### config.mk
export PLATFORM = sky130hd
export DESIGN_NAME = pipe_ctrl
export DESIGN_NICKNAME = d
export VERILOG_FILES = /design/src/rtl/pipe_ctrl_pkg.sv /design/src/rtl/pipe_slot.sv /design/src/rtl/pipe_ctrl.sv
export SDC_FILE = /design/constraint.sdc
export NUM_CORES = 1
export LEC_CHECK = 0
export ABC_CLOCK_PERIOD_IN_PS = 3700
export CORE_ASPECT_RATIO = 1.75
export CORE_MARGIN = 10
export CORE_UTILIZATION = 55
export DETAILED_ROUTE_END_ITERATION = 10
export DONT_BUFFER_PORTS = 1
export GPL_ROUTABILITY_DRIVEN = 0
export HOLD_SLACK_MARGIN = 0.05
export PLACE_DENSITY = 0.72
export SKIP_LAST_GASP = 1
export SLEW_MARGIN = 20
export SYNTH_ARGS = -nofsm -noshare
export SYNTH_HDL_FRONTEND = slang
export SYNTH_SLANG_ARGS = --single-unit
### constraint.sdc
create_clock -name cpu_clk -period 3.7 [get_ports cpu_clk]
set_input_delay 0.74 -clock cpu_clk [delete_from_list [all_inputs] [get_ports cpu_clk]]
set_output_delay 0.74 -clock cpu_clk [all_outputs]
set_load 0.02 [all_outputs]
### src/rtl/pipe_ctrl_pkg.sv
// Shared encodings for the pipeline hazard controller: forwarding selects,
// the load write-back source code and the per-cycle pipeline action.
package pipe_ctrl_pkg;

  localparam int IDX_W = 5;

  localparam logic [1:0] FWD_RF  = 2'd0;
  localparam logic [1:0] FWD_EX  = 2'd1;
  localparam logic [1:0] FWD_MEM = 2'd2;
  localparam logic [1:0] FWD_WB  = 2'd3;

  // Write-back source code that marks an instruction as a load.
  localparam logic [1:0] WD_RAM = 2'd1;

  typedef enum logic [1:0] {
    ACT_RUN,
    ACT_HAZARD,
    ACT_REDIRECT,
    ACT_FREEZE
  } pipe_act_e;

  // Youngest producer wins; a load still in EX has no data yet, so skip it.
  function automatic logic [1:0] fwd_pick(input logic ex_hit, input logic ex_ld,
                                          input logic mem_hit, input logic wb_hit);
    if (ex_hit && !ex_ld) return FWD_EX;
    if (mem_hit)          return FWD_MEM;
    if (wb_hit)           return FWD_WB;
    return FWD_RF;
  endfunction

endpackage

### src/rtl/pipe_slot.sv
// One tracked pipeline slot (EX, MEM or WB): holds on freeze, takes a bubble
// on flush, and reports whether it writes either ID source register.
module pipe_slot
  import pipe_ctrl_pkg::*;
(
  input  logic             cpu_clk,
  input  logic             cpu_rstn,
  input  logic             hold,
  input  logic             bubble,
  input  logic             d_valid,
  input  logic             d_rf_we,
  input  logic [IDX_W-1:0] d_wr,
  input  logic             d_is_load,
  input  logic [IDX_W-1:0] rr1,
  input  logic [IDX_W-1:0] rr2,
  output logic             q_valid,
  output logic             q_rf_we,
  output logic [IDX_W-1:0] q_wr,
  output logic             q_is_load,
  output logic             hit1,
  output logic             hit2
);

  always_ff @(posedge cpu_clk or negedge cpu_rstn) begin
    if (!cpu_rstn) begin
      q_valid   <= 1'b0;
      q_rf_we   <= 1'b0;
      q_wr      <= '0;
      q_is_load <= 1'b0;
    end else if (!hold) begin
      q_valid   <= d_valid & ~bubble;
      q_rf_we   <= d_rf_we;
      q_wr      <= d_wr;
      q_is_load <= d_is_load;
    end
  end

  // r0 is hard-wired zero, so it never produces a match.
  assign hit1 = q_valid & q_rf_we & (q_wr == rr1) & (rr1 != '0);
  assign hit2 = q_valid & q_rf_we & (q_wr == rr2) & (rr2 != '0);

endmodule

### src/rtl/pipe_ctrl.sv
// Pipeline hazard controller: stall/flush/forward decisions from EX/MEM/WB slots.
// Define PIPE_FWD_EN for bypass forwarding; otherwise any RAW dependency stalls.
module pipe_ctrl
  import pipe_ctrl_pkg::*;
#(
  parameter int NREG = 32
) (
  input  logic             cpu_clk,
  input  logic             cpu_rstn,
  input  logic             id_valid,
  input  logic [IDX_W-1:0] id_rR1,
  input  logic [IDX_W-1:0] id_rR2,
  input  logic             id_rR1_re,
  input  logic             id_rR2_re,
  input  logic             id_rf_we,
  input  logic [IDX_W-1:0] id_wR,
  input  logic [1:0]       id_wd_sel,
  input  logic             ex_br_taken,
  input  logic             mem_busy,
  output logic             pc_stall,
  output logic             ifid_stall,
  output logic             ifid_flush,
  output logic             idex_flush,
  output logic [1:0]       fwd1_sel,
  output logic [1:0]       fwd2_sel,
  output logic [31:0]      stall_cnt
);

  // Chain index 0 is the ID instruction; 1..3 are the EX, MEM, WB slot outputs.
  logic [3:0]            ch_valid;
  logic [3:0]            ch_rf_we;
  logic [3:0]            ch_is_load;
  logic [3:0][IDX_W-1:0] ch_wr;
  logic [2:0]            hit1;
  logic [2:0]            hit2;
  logic [2:0]            bubble_vec;
  logic                  ex_ld;
  logic                  load_use;
  logic                  hazard;
  logic [1:0]            fwd1_raw;
  logic [1:0]            fwd2_raw;
  logic [31:0]           stall_cnt_reg;
  pipe_act_e             act;
  logic                  unused_wb;

  assign ch_valid[0]   = id_valid;
  assign ch_rf_we[0]   = id_rf_we & (int'(id_wR) < NREG);
  assign ch_wr[0]      = id_wR;
  assign ch_is_load[0] = (id_wd_sel == WD_RAM);
  assign bubble_vec    = {2'b00, idex_flush};

  generate
    for (genvar gi = 0; gi < 3; gi++) begin : g_slot
      pipe_slot u_slot (
        .cpu_clk   (cpu_clk),
        .cpu_rstn  (cpu_rstn),
        .hold      (mem_busy),
        .bubble    (bubble_vec[gi]),
        .d_valid   (ch_valid[gi]),
        .d_rf_we   (ch_rf_we[gi]),
        .d_wr      (ch_wr[gi]),
        .d_is_load (ch_is_load[gi]),
        .rr1       (id_rR1),
        .rr2       (id_rR2),
        .q_valid   (ch_valid[gi+1]),
        .q_rf_we   (ch_rf_we[gi+1]),
        .q_wr      (ch_wr[gi+1]),
        .q_is_load (ch_is_load[gi+1]),
        .hit1      (hit1[gi]),
        .hit2      (hit2[gi])
      );
    end
  endgenerate

  // WB is the last slot; its contents only matter through its hit outputs.
  assign unused_wb = ^{ch_valid[3], ch_rf_we[3], ch_wr[3], ch_is_load[3]};

  assign ex_ld    = ch_is_load[1];
  assign load_use = id_valid & ex_ld & ((id_rR1_re & hit1[0]) | (id_rR2_re & hit2[0]));

`ifdef PIPE_FWD_EN
  assign hazard   = load_use;
  assign fwd1_raw = id_rR1_re ? fwd_pick(hit1[0], ex_ld, hit1[1], hit1[2]) : FWD_RF;
  assign fwd2_raw = id_rR2_re ? fwd_pick(hit2[0], ex_ld, hit2[1], hit2[2]) : FWD_RF;
`else
  logic raw_any;
  assign raw_any  = id_valid & ((id_rR1_re & (|hit1)) | (id_rR2_re & (|hit2)));
  assign hazard   = raw_any | load_use;
  assign fwd1_raw = FWD_RF;
  assign fwd2_raw = FWD_RF;
`endif

  assign fwd1_sel = fwd1_raw;
  assign fwd2_sel = fwd2_raw;

  always_comb begin
    act = ACT_RUN;
    if (!cpu_rstn)        act = ACT_RUN;
    else if (mem_busy)    act = ACT_FREEZE;
    else if (ex_br_taken) act = ACT_REDIRECT;
    else if (hazard)      act = ACT_HAZARD;
  end

  always_comb begin
    pc_stall   = 1'b0;
    ifid_stall = 1'b0;
    ifid_flush = 1'b0;
    idex_flush = 1'b0;
    case (act)
      ACT_FREEZE: begin
        pc_stall   = 1'b1;
        ifid_stall = 1'b1;
      end
      ACT_REDIRECT: begin
        ifid_flush = 1'b1;
        idex_flush = 1'b1;
      end
      ACT_HAZARD: begin
        pc_stall   = 1'b1;
        ifid_stall = 1'b1;
        idex_flush = 1'b1;
      end
      default: ;
    endcase
  end

  always_ff @(posedge cpu_clk or negedge cpu_rstn) begin
    if (!cpu_rstn) begin
      stall_cnt_reg <= '0;
    end else if (pc_stall && (stall_cnt_reg != 32'hFFFF_FFFF)) begin
      stall_cnt_reg <= stall_cnt_reg + 32'd1;
    end
  end

  assign stall_cnt = stall_cnt_reg;

endmodule

==> results.yml <==
grt:
  grt_pass1_vias: 1956
  grt_first_pass_wirelength_um: 9720
  antenna_found_initial: 0
  grt-ovfl-total: 0
  grt_max_degree: 57
  track_usage_pct: 14.3
critical_path:
  critical-path-top-delay-family: "simple AND/OR/NAND/NOR gates"
  crit_chain: "or4_1, o211ai_2, a21oi_1, a211o_4, inv_1, ha_1, inv_1"
  crit_cells: 7
  crit_path_end_kind: "primary output"
  worst-path-buf-inv: 2
  required_ns: 2.96
  critical-path-max-stage-delay_ns: 0.57
  cp.arrival_ns: 2.36
  crit_fanout: 4
  critical_path_class: "primary input to primary output"
  reg2reg_depth: 8
  cp-start-kind: "primary input"
  critical-path-slowest-cell: "or4_1"
  crit_top_cell: "inv_1"
synth:
  synthSimpleGateAreaFrac_pct: 19.3
  muxShareOfSynthArea_pct: 8.32
  avgSynthCellArea_sq_um: 11.1
  synth_warnings: 0
  synth_top_family_by_area: "simple AND/OR/NAND/NOR gates"
  ys.flop_type: "dfrtp_1"
  synth_area_sq_um: 2840
  synth_top_area_cell: "dfrtp_1"
  synth_top_cell_area_share_pct: 46.7
  ys_types: 35
  synth_edf_count: 0
  synth_compound_area_share_pct: 2.02
  ys_seq_elements: 53
  syn_inst: 256
  seq_area_frac_synth_pct: 46.7
  async_reset_ff_share_pct: 100
  synth_xor_area_share_pct: 18.8
  synthTopCellsByArea: "dfrtp_1 47%, xnor2_1 11%, mux2_2 8.3%"
  synthAdderAreaFrac_pct: 0.880
power:
  ir_drop_uv: 431
  swShare_pct: 30.8
  power.switching_w: 0.000390
  power_density_nw_per_um2: 433
  seqPwrFrac_pct: 60.7
  power_frac_comb_pct: 13.9
  internal_power_w: 0.000877
  p_clk_share_pct: 25.4
  power.leakage_nw: 1.23
route:
  ant_nets: 0
  via_per_inst: 6.00
  dr_total_vias: 1853
  drtIter0Drc: 48
  routed_wl_um: 6140
  drc_errors: 0
  dr.pass1.iters: 4
  wl_per_cell_um: 19.9
clock_tree:
  htree_levels: 2
  cts_sinks: 53
  cts-resized-gates: 0
  cts_tree: "yes"
  cts_hold_buf: 0
  cts_buffers: 5
  postCtsSetupRepairBufs: 0
  clk_path_buf_depth: 2
  clk_latency_ns: 0.30
  cts.clk_slew.worst_paths_ns: 0.09
  cts_root_buf: "clkbuf_8"
floorplanning:
  die-height_um: 115
  die-area_sq_um: 8560
  core_region_area_sq_um: 4980
  num_rows: 34
  io_pins: 65
  start_util_pct: 57.1
  die_x_um: 74.3
placed_design:
  placed_area_sq_um: 2840
  post-place-ws_ns: 0.594
  dp_hpwl_um: 4660
  placement.io_buffers: 0
sta:
  period_share_pct: 83.7
  clock_skew_ns: 0.00942
  setup-violations-final: 0
  slew_headroom_pct: 63.9
  hold_viol_final: 0
  fmax_mhz: 323
  finalWorstSetupSlack_ns: 0.603
  hold_ws_ns: 0.122
  fin_crit_ns: 3.10
  maxSlewViolCount: 0
  tightestPinTransition_ns: 0.539
  fin_setup_tns_ns: 0
  rsz0062_at_grt: "no"
cells_and_area:
  utilization_pct: 58.8
  antenna_cells: 0
  fillers: 439
  multi_input_area_sq_um: 1420
  drive_gt1_share_pct: 13.7
  syn2layout_area_growth_pct: 3.04
  final_area_sq_um: 2930
  largest_reg_flops: 32
  layout.nets: 281
  seqCellArea_sq_um: 1330
run:
  maxCapViolCount: 0
worst_hold_path:
  min_path_type: "primary input to async pin"
status:
  outcome: "finished clean"
-- synth_stat cells, types with 2 or more instances --
master / number
mux2_2: 21
clkbuf_1: 4
and2_1: 3
nor2_1: 6
nand2_1: 14
nor4_1: 7
a21oi_1: 2
nand4_1: 19
nand3_1: 19
ha_1: 2
buf_4: 5
xor2_1: 24
and3_1: 13
buf_6: 3
inv_1: 4
dfrtp_1: 53
nor3_1: 2
xnor2_1: 37
and4_1: 2
-- layer usage --
layer / track usage, % / part of all wire [%] / up-vias / wire length (um)
li1: - / - / 884 / -
met1: 14.1 / 36 / 922 / 2190
met5: 0 / 0 / - / 0
met3: 4.75 / 7.2 / 6 / 442
met2: 26.7 / 56 / 41 / 3450
met4: 4.41 / 0.99 / 0 / 61
-- area by class of cell --
cell class	count	area share (%)
inverters	4	0.513
clock buffers	6	2.48
flip-flops and latches	53	45.3
clock inverters	2	0.513
multi-input cells	188	48.4
repair buffers	2	0.513
well taps	54	2.31
-- cells in the final DEF, fill, tap and decap left out --
| cell type | netlist | routed |
|---|---|---|
| or4_1 | 1 | 1 |
| nor3_1 | 2 | 2 |
| conb_1 | 1 | 4 |
| xnor2_1 | 37 | 37 |
| o211ai_2 | 1 | 1 |
| o21ai_1 | 1 | 1 |
| xor2_1 | 24 | 24 |
| and3_1 | 13 | 13 |
| or2b_1 | 1 | 1 |
| nand4b_1 | 1 | 1 |
| nand4_1 | 19 | 19 |
| clkbuf_1 | 4 | 1 |
| ha_1 | 2 | 2 |
| and4b_1 | 1 | 1 |
| nand3_2 | 1 | 1 |
| inv_1 | 4 | 4 |
| clkbuf_8 | 0 | 5 |
| a21oi_1 | 2 | 2 |
| nand3b_2 | 1 | 1 |
| mux2_2 | 21 | 21 |
| nand3_1 | 19 | 19 |
| and4_1 | 2 | 2 |
| and2_1 | 3 | 3 |
| nor4_1 | 7 | 7 |
| nand2_1 | 14 | 14 |
| o21a_1 | 1 | 1 |
| nor2_1 | 6 | 6 |
| clkinvlp_4 | 0 | 2 |
| buf_4 | 5 | 2 |
| a211o_4 | 1 | 1 |
| nor4bb_1 | 1 | 1 |
| dfrtp_1 | 53 | 53 |
| nor4b_4 | 1 | 1 |
| o21ai_0 | 1 | 1 |
-- power by group through the flow --
stage	combinational, W	clock (W)	sequential [W]
global placement	0.000172	0	0.000780
finish	0.000176	0.000321	0.000769
floorplan	0.000166	0	0.000754
global route	0.000200	0.000356	0.000784
CTS	0.000178	0.000336	0.000771
detailed placement	0.000178	0	0.000783
-- final timing paths --
| kind | start | endpoint | slack (ns) |
|---|---|---|---|
| worst min register to register | g_slot[0].u_slot.q_valid$_DFFE_PN0N_ | g_slot[0].u_slot.q_valid$_DFFE_PN0N_ | 0.55 |
| worst min-delay path | cpu_rstn | g_slot[2].u_slot.q_wr[1]$_DFFE_PN0N_ | 0.12 |
| worst max register to register | stall_cnt[0]$_DFFE_PN0P_ | stall_cnt[1]$_DFFE_PN0P_ | 1.07 |
| worst max-delay path | id_rR1[1] | idex_flush | 0.60 |
| min in group cpu_clk | mem_busy | g_slot[0].u_slot.q_valid$_DFFE_PN0N_ | 0.54 |
| max in group asynchronous | cpu_rstn | g_slot[1].u_slot.q_rf_we$_DFFE_PN0N_ | 3.48 |
-- cells by family (layout without fill, tap and decap cells) --
group / Yosys count / in the layout
AO/OA/AOI/OAI: 7 / 7
flip-flops: 53 / 53
adder cells (fa/ha/maj): 2 / 2
buffers and inverters: 18 / 14
XOR/XNOR: 61 / 61
multiplexers: 21 / 21
other: 1 / 4
AND/OR/NAND/NOR: 93 / 93
-- stage by stage --
stage          power, W  std cells
2_1_floorplan  0.000920        259
3_3_place_gp   0.000952        301
3_5_place_dp   0.000961        301
4_1_cts         0.00129        309
5_1_grt         0.00134        309
6_report        0.00127        309
(Power assumes the default switching activity.)
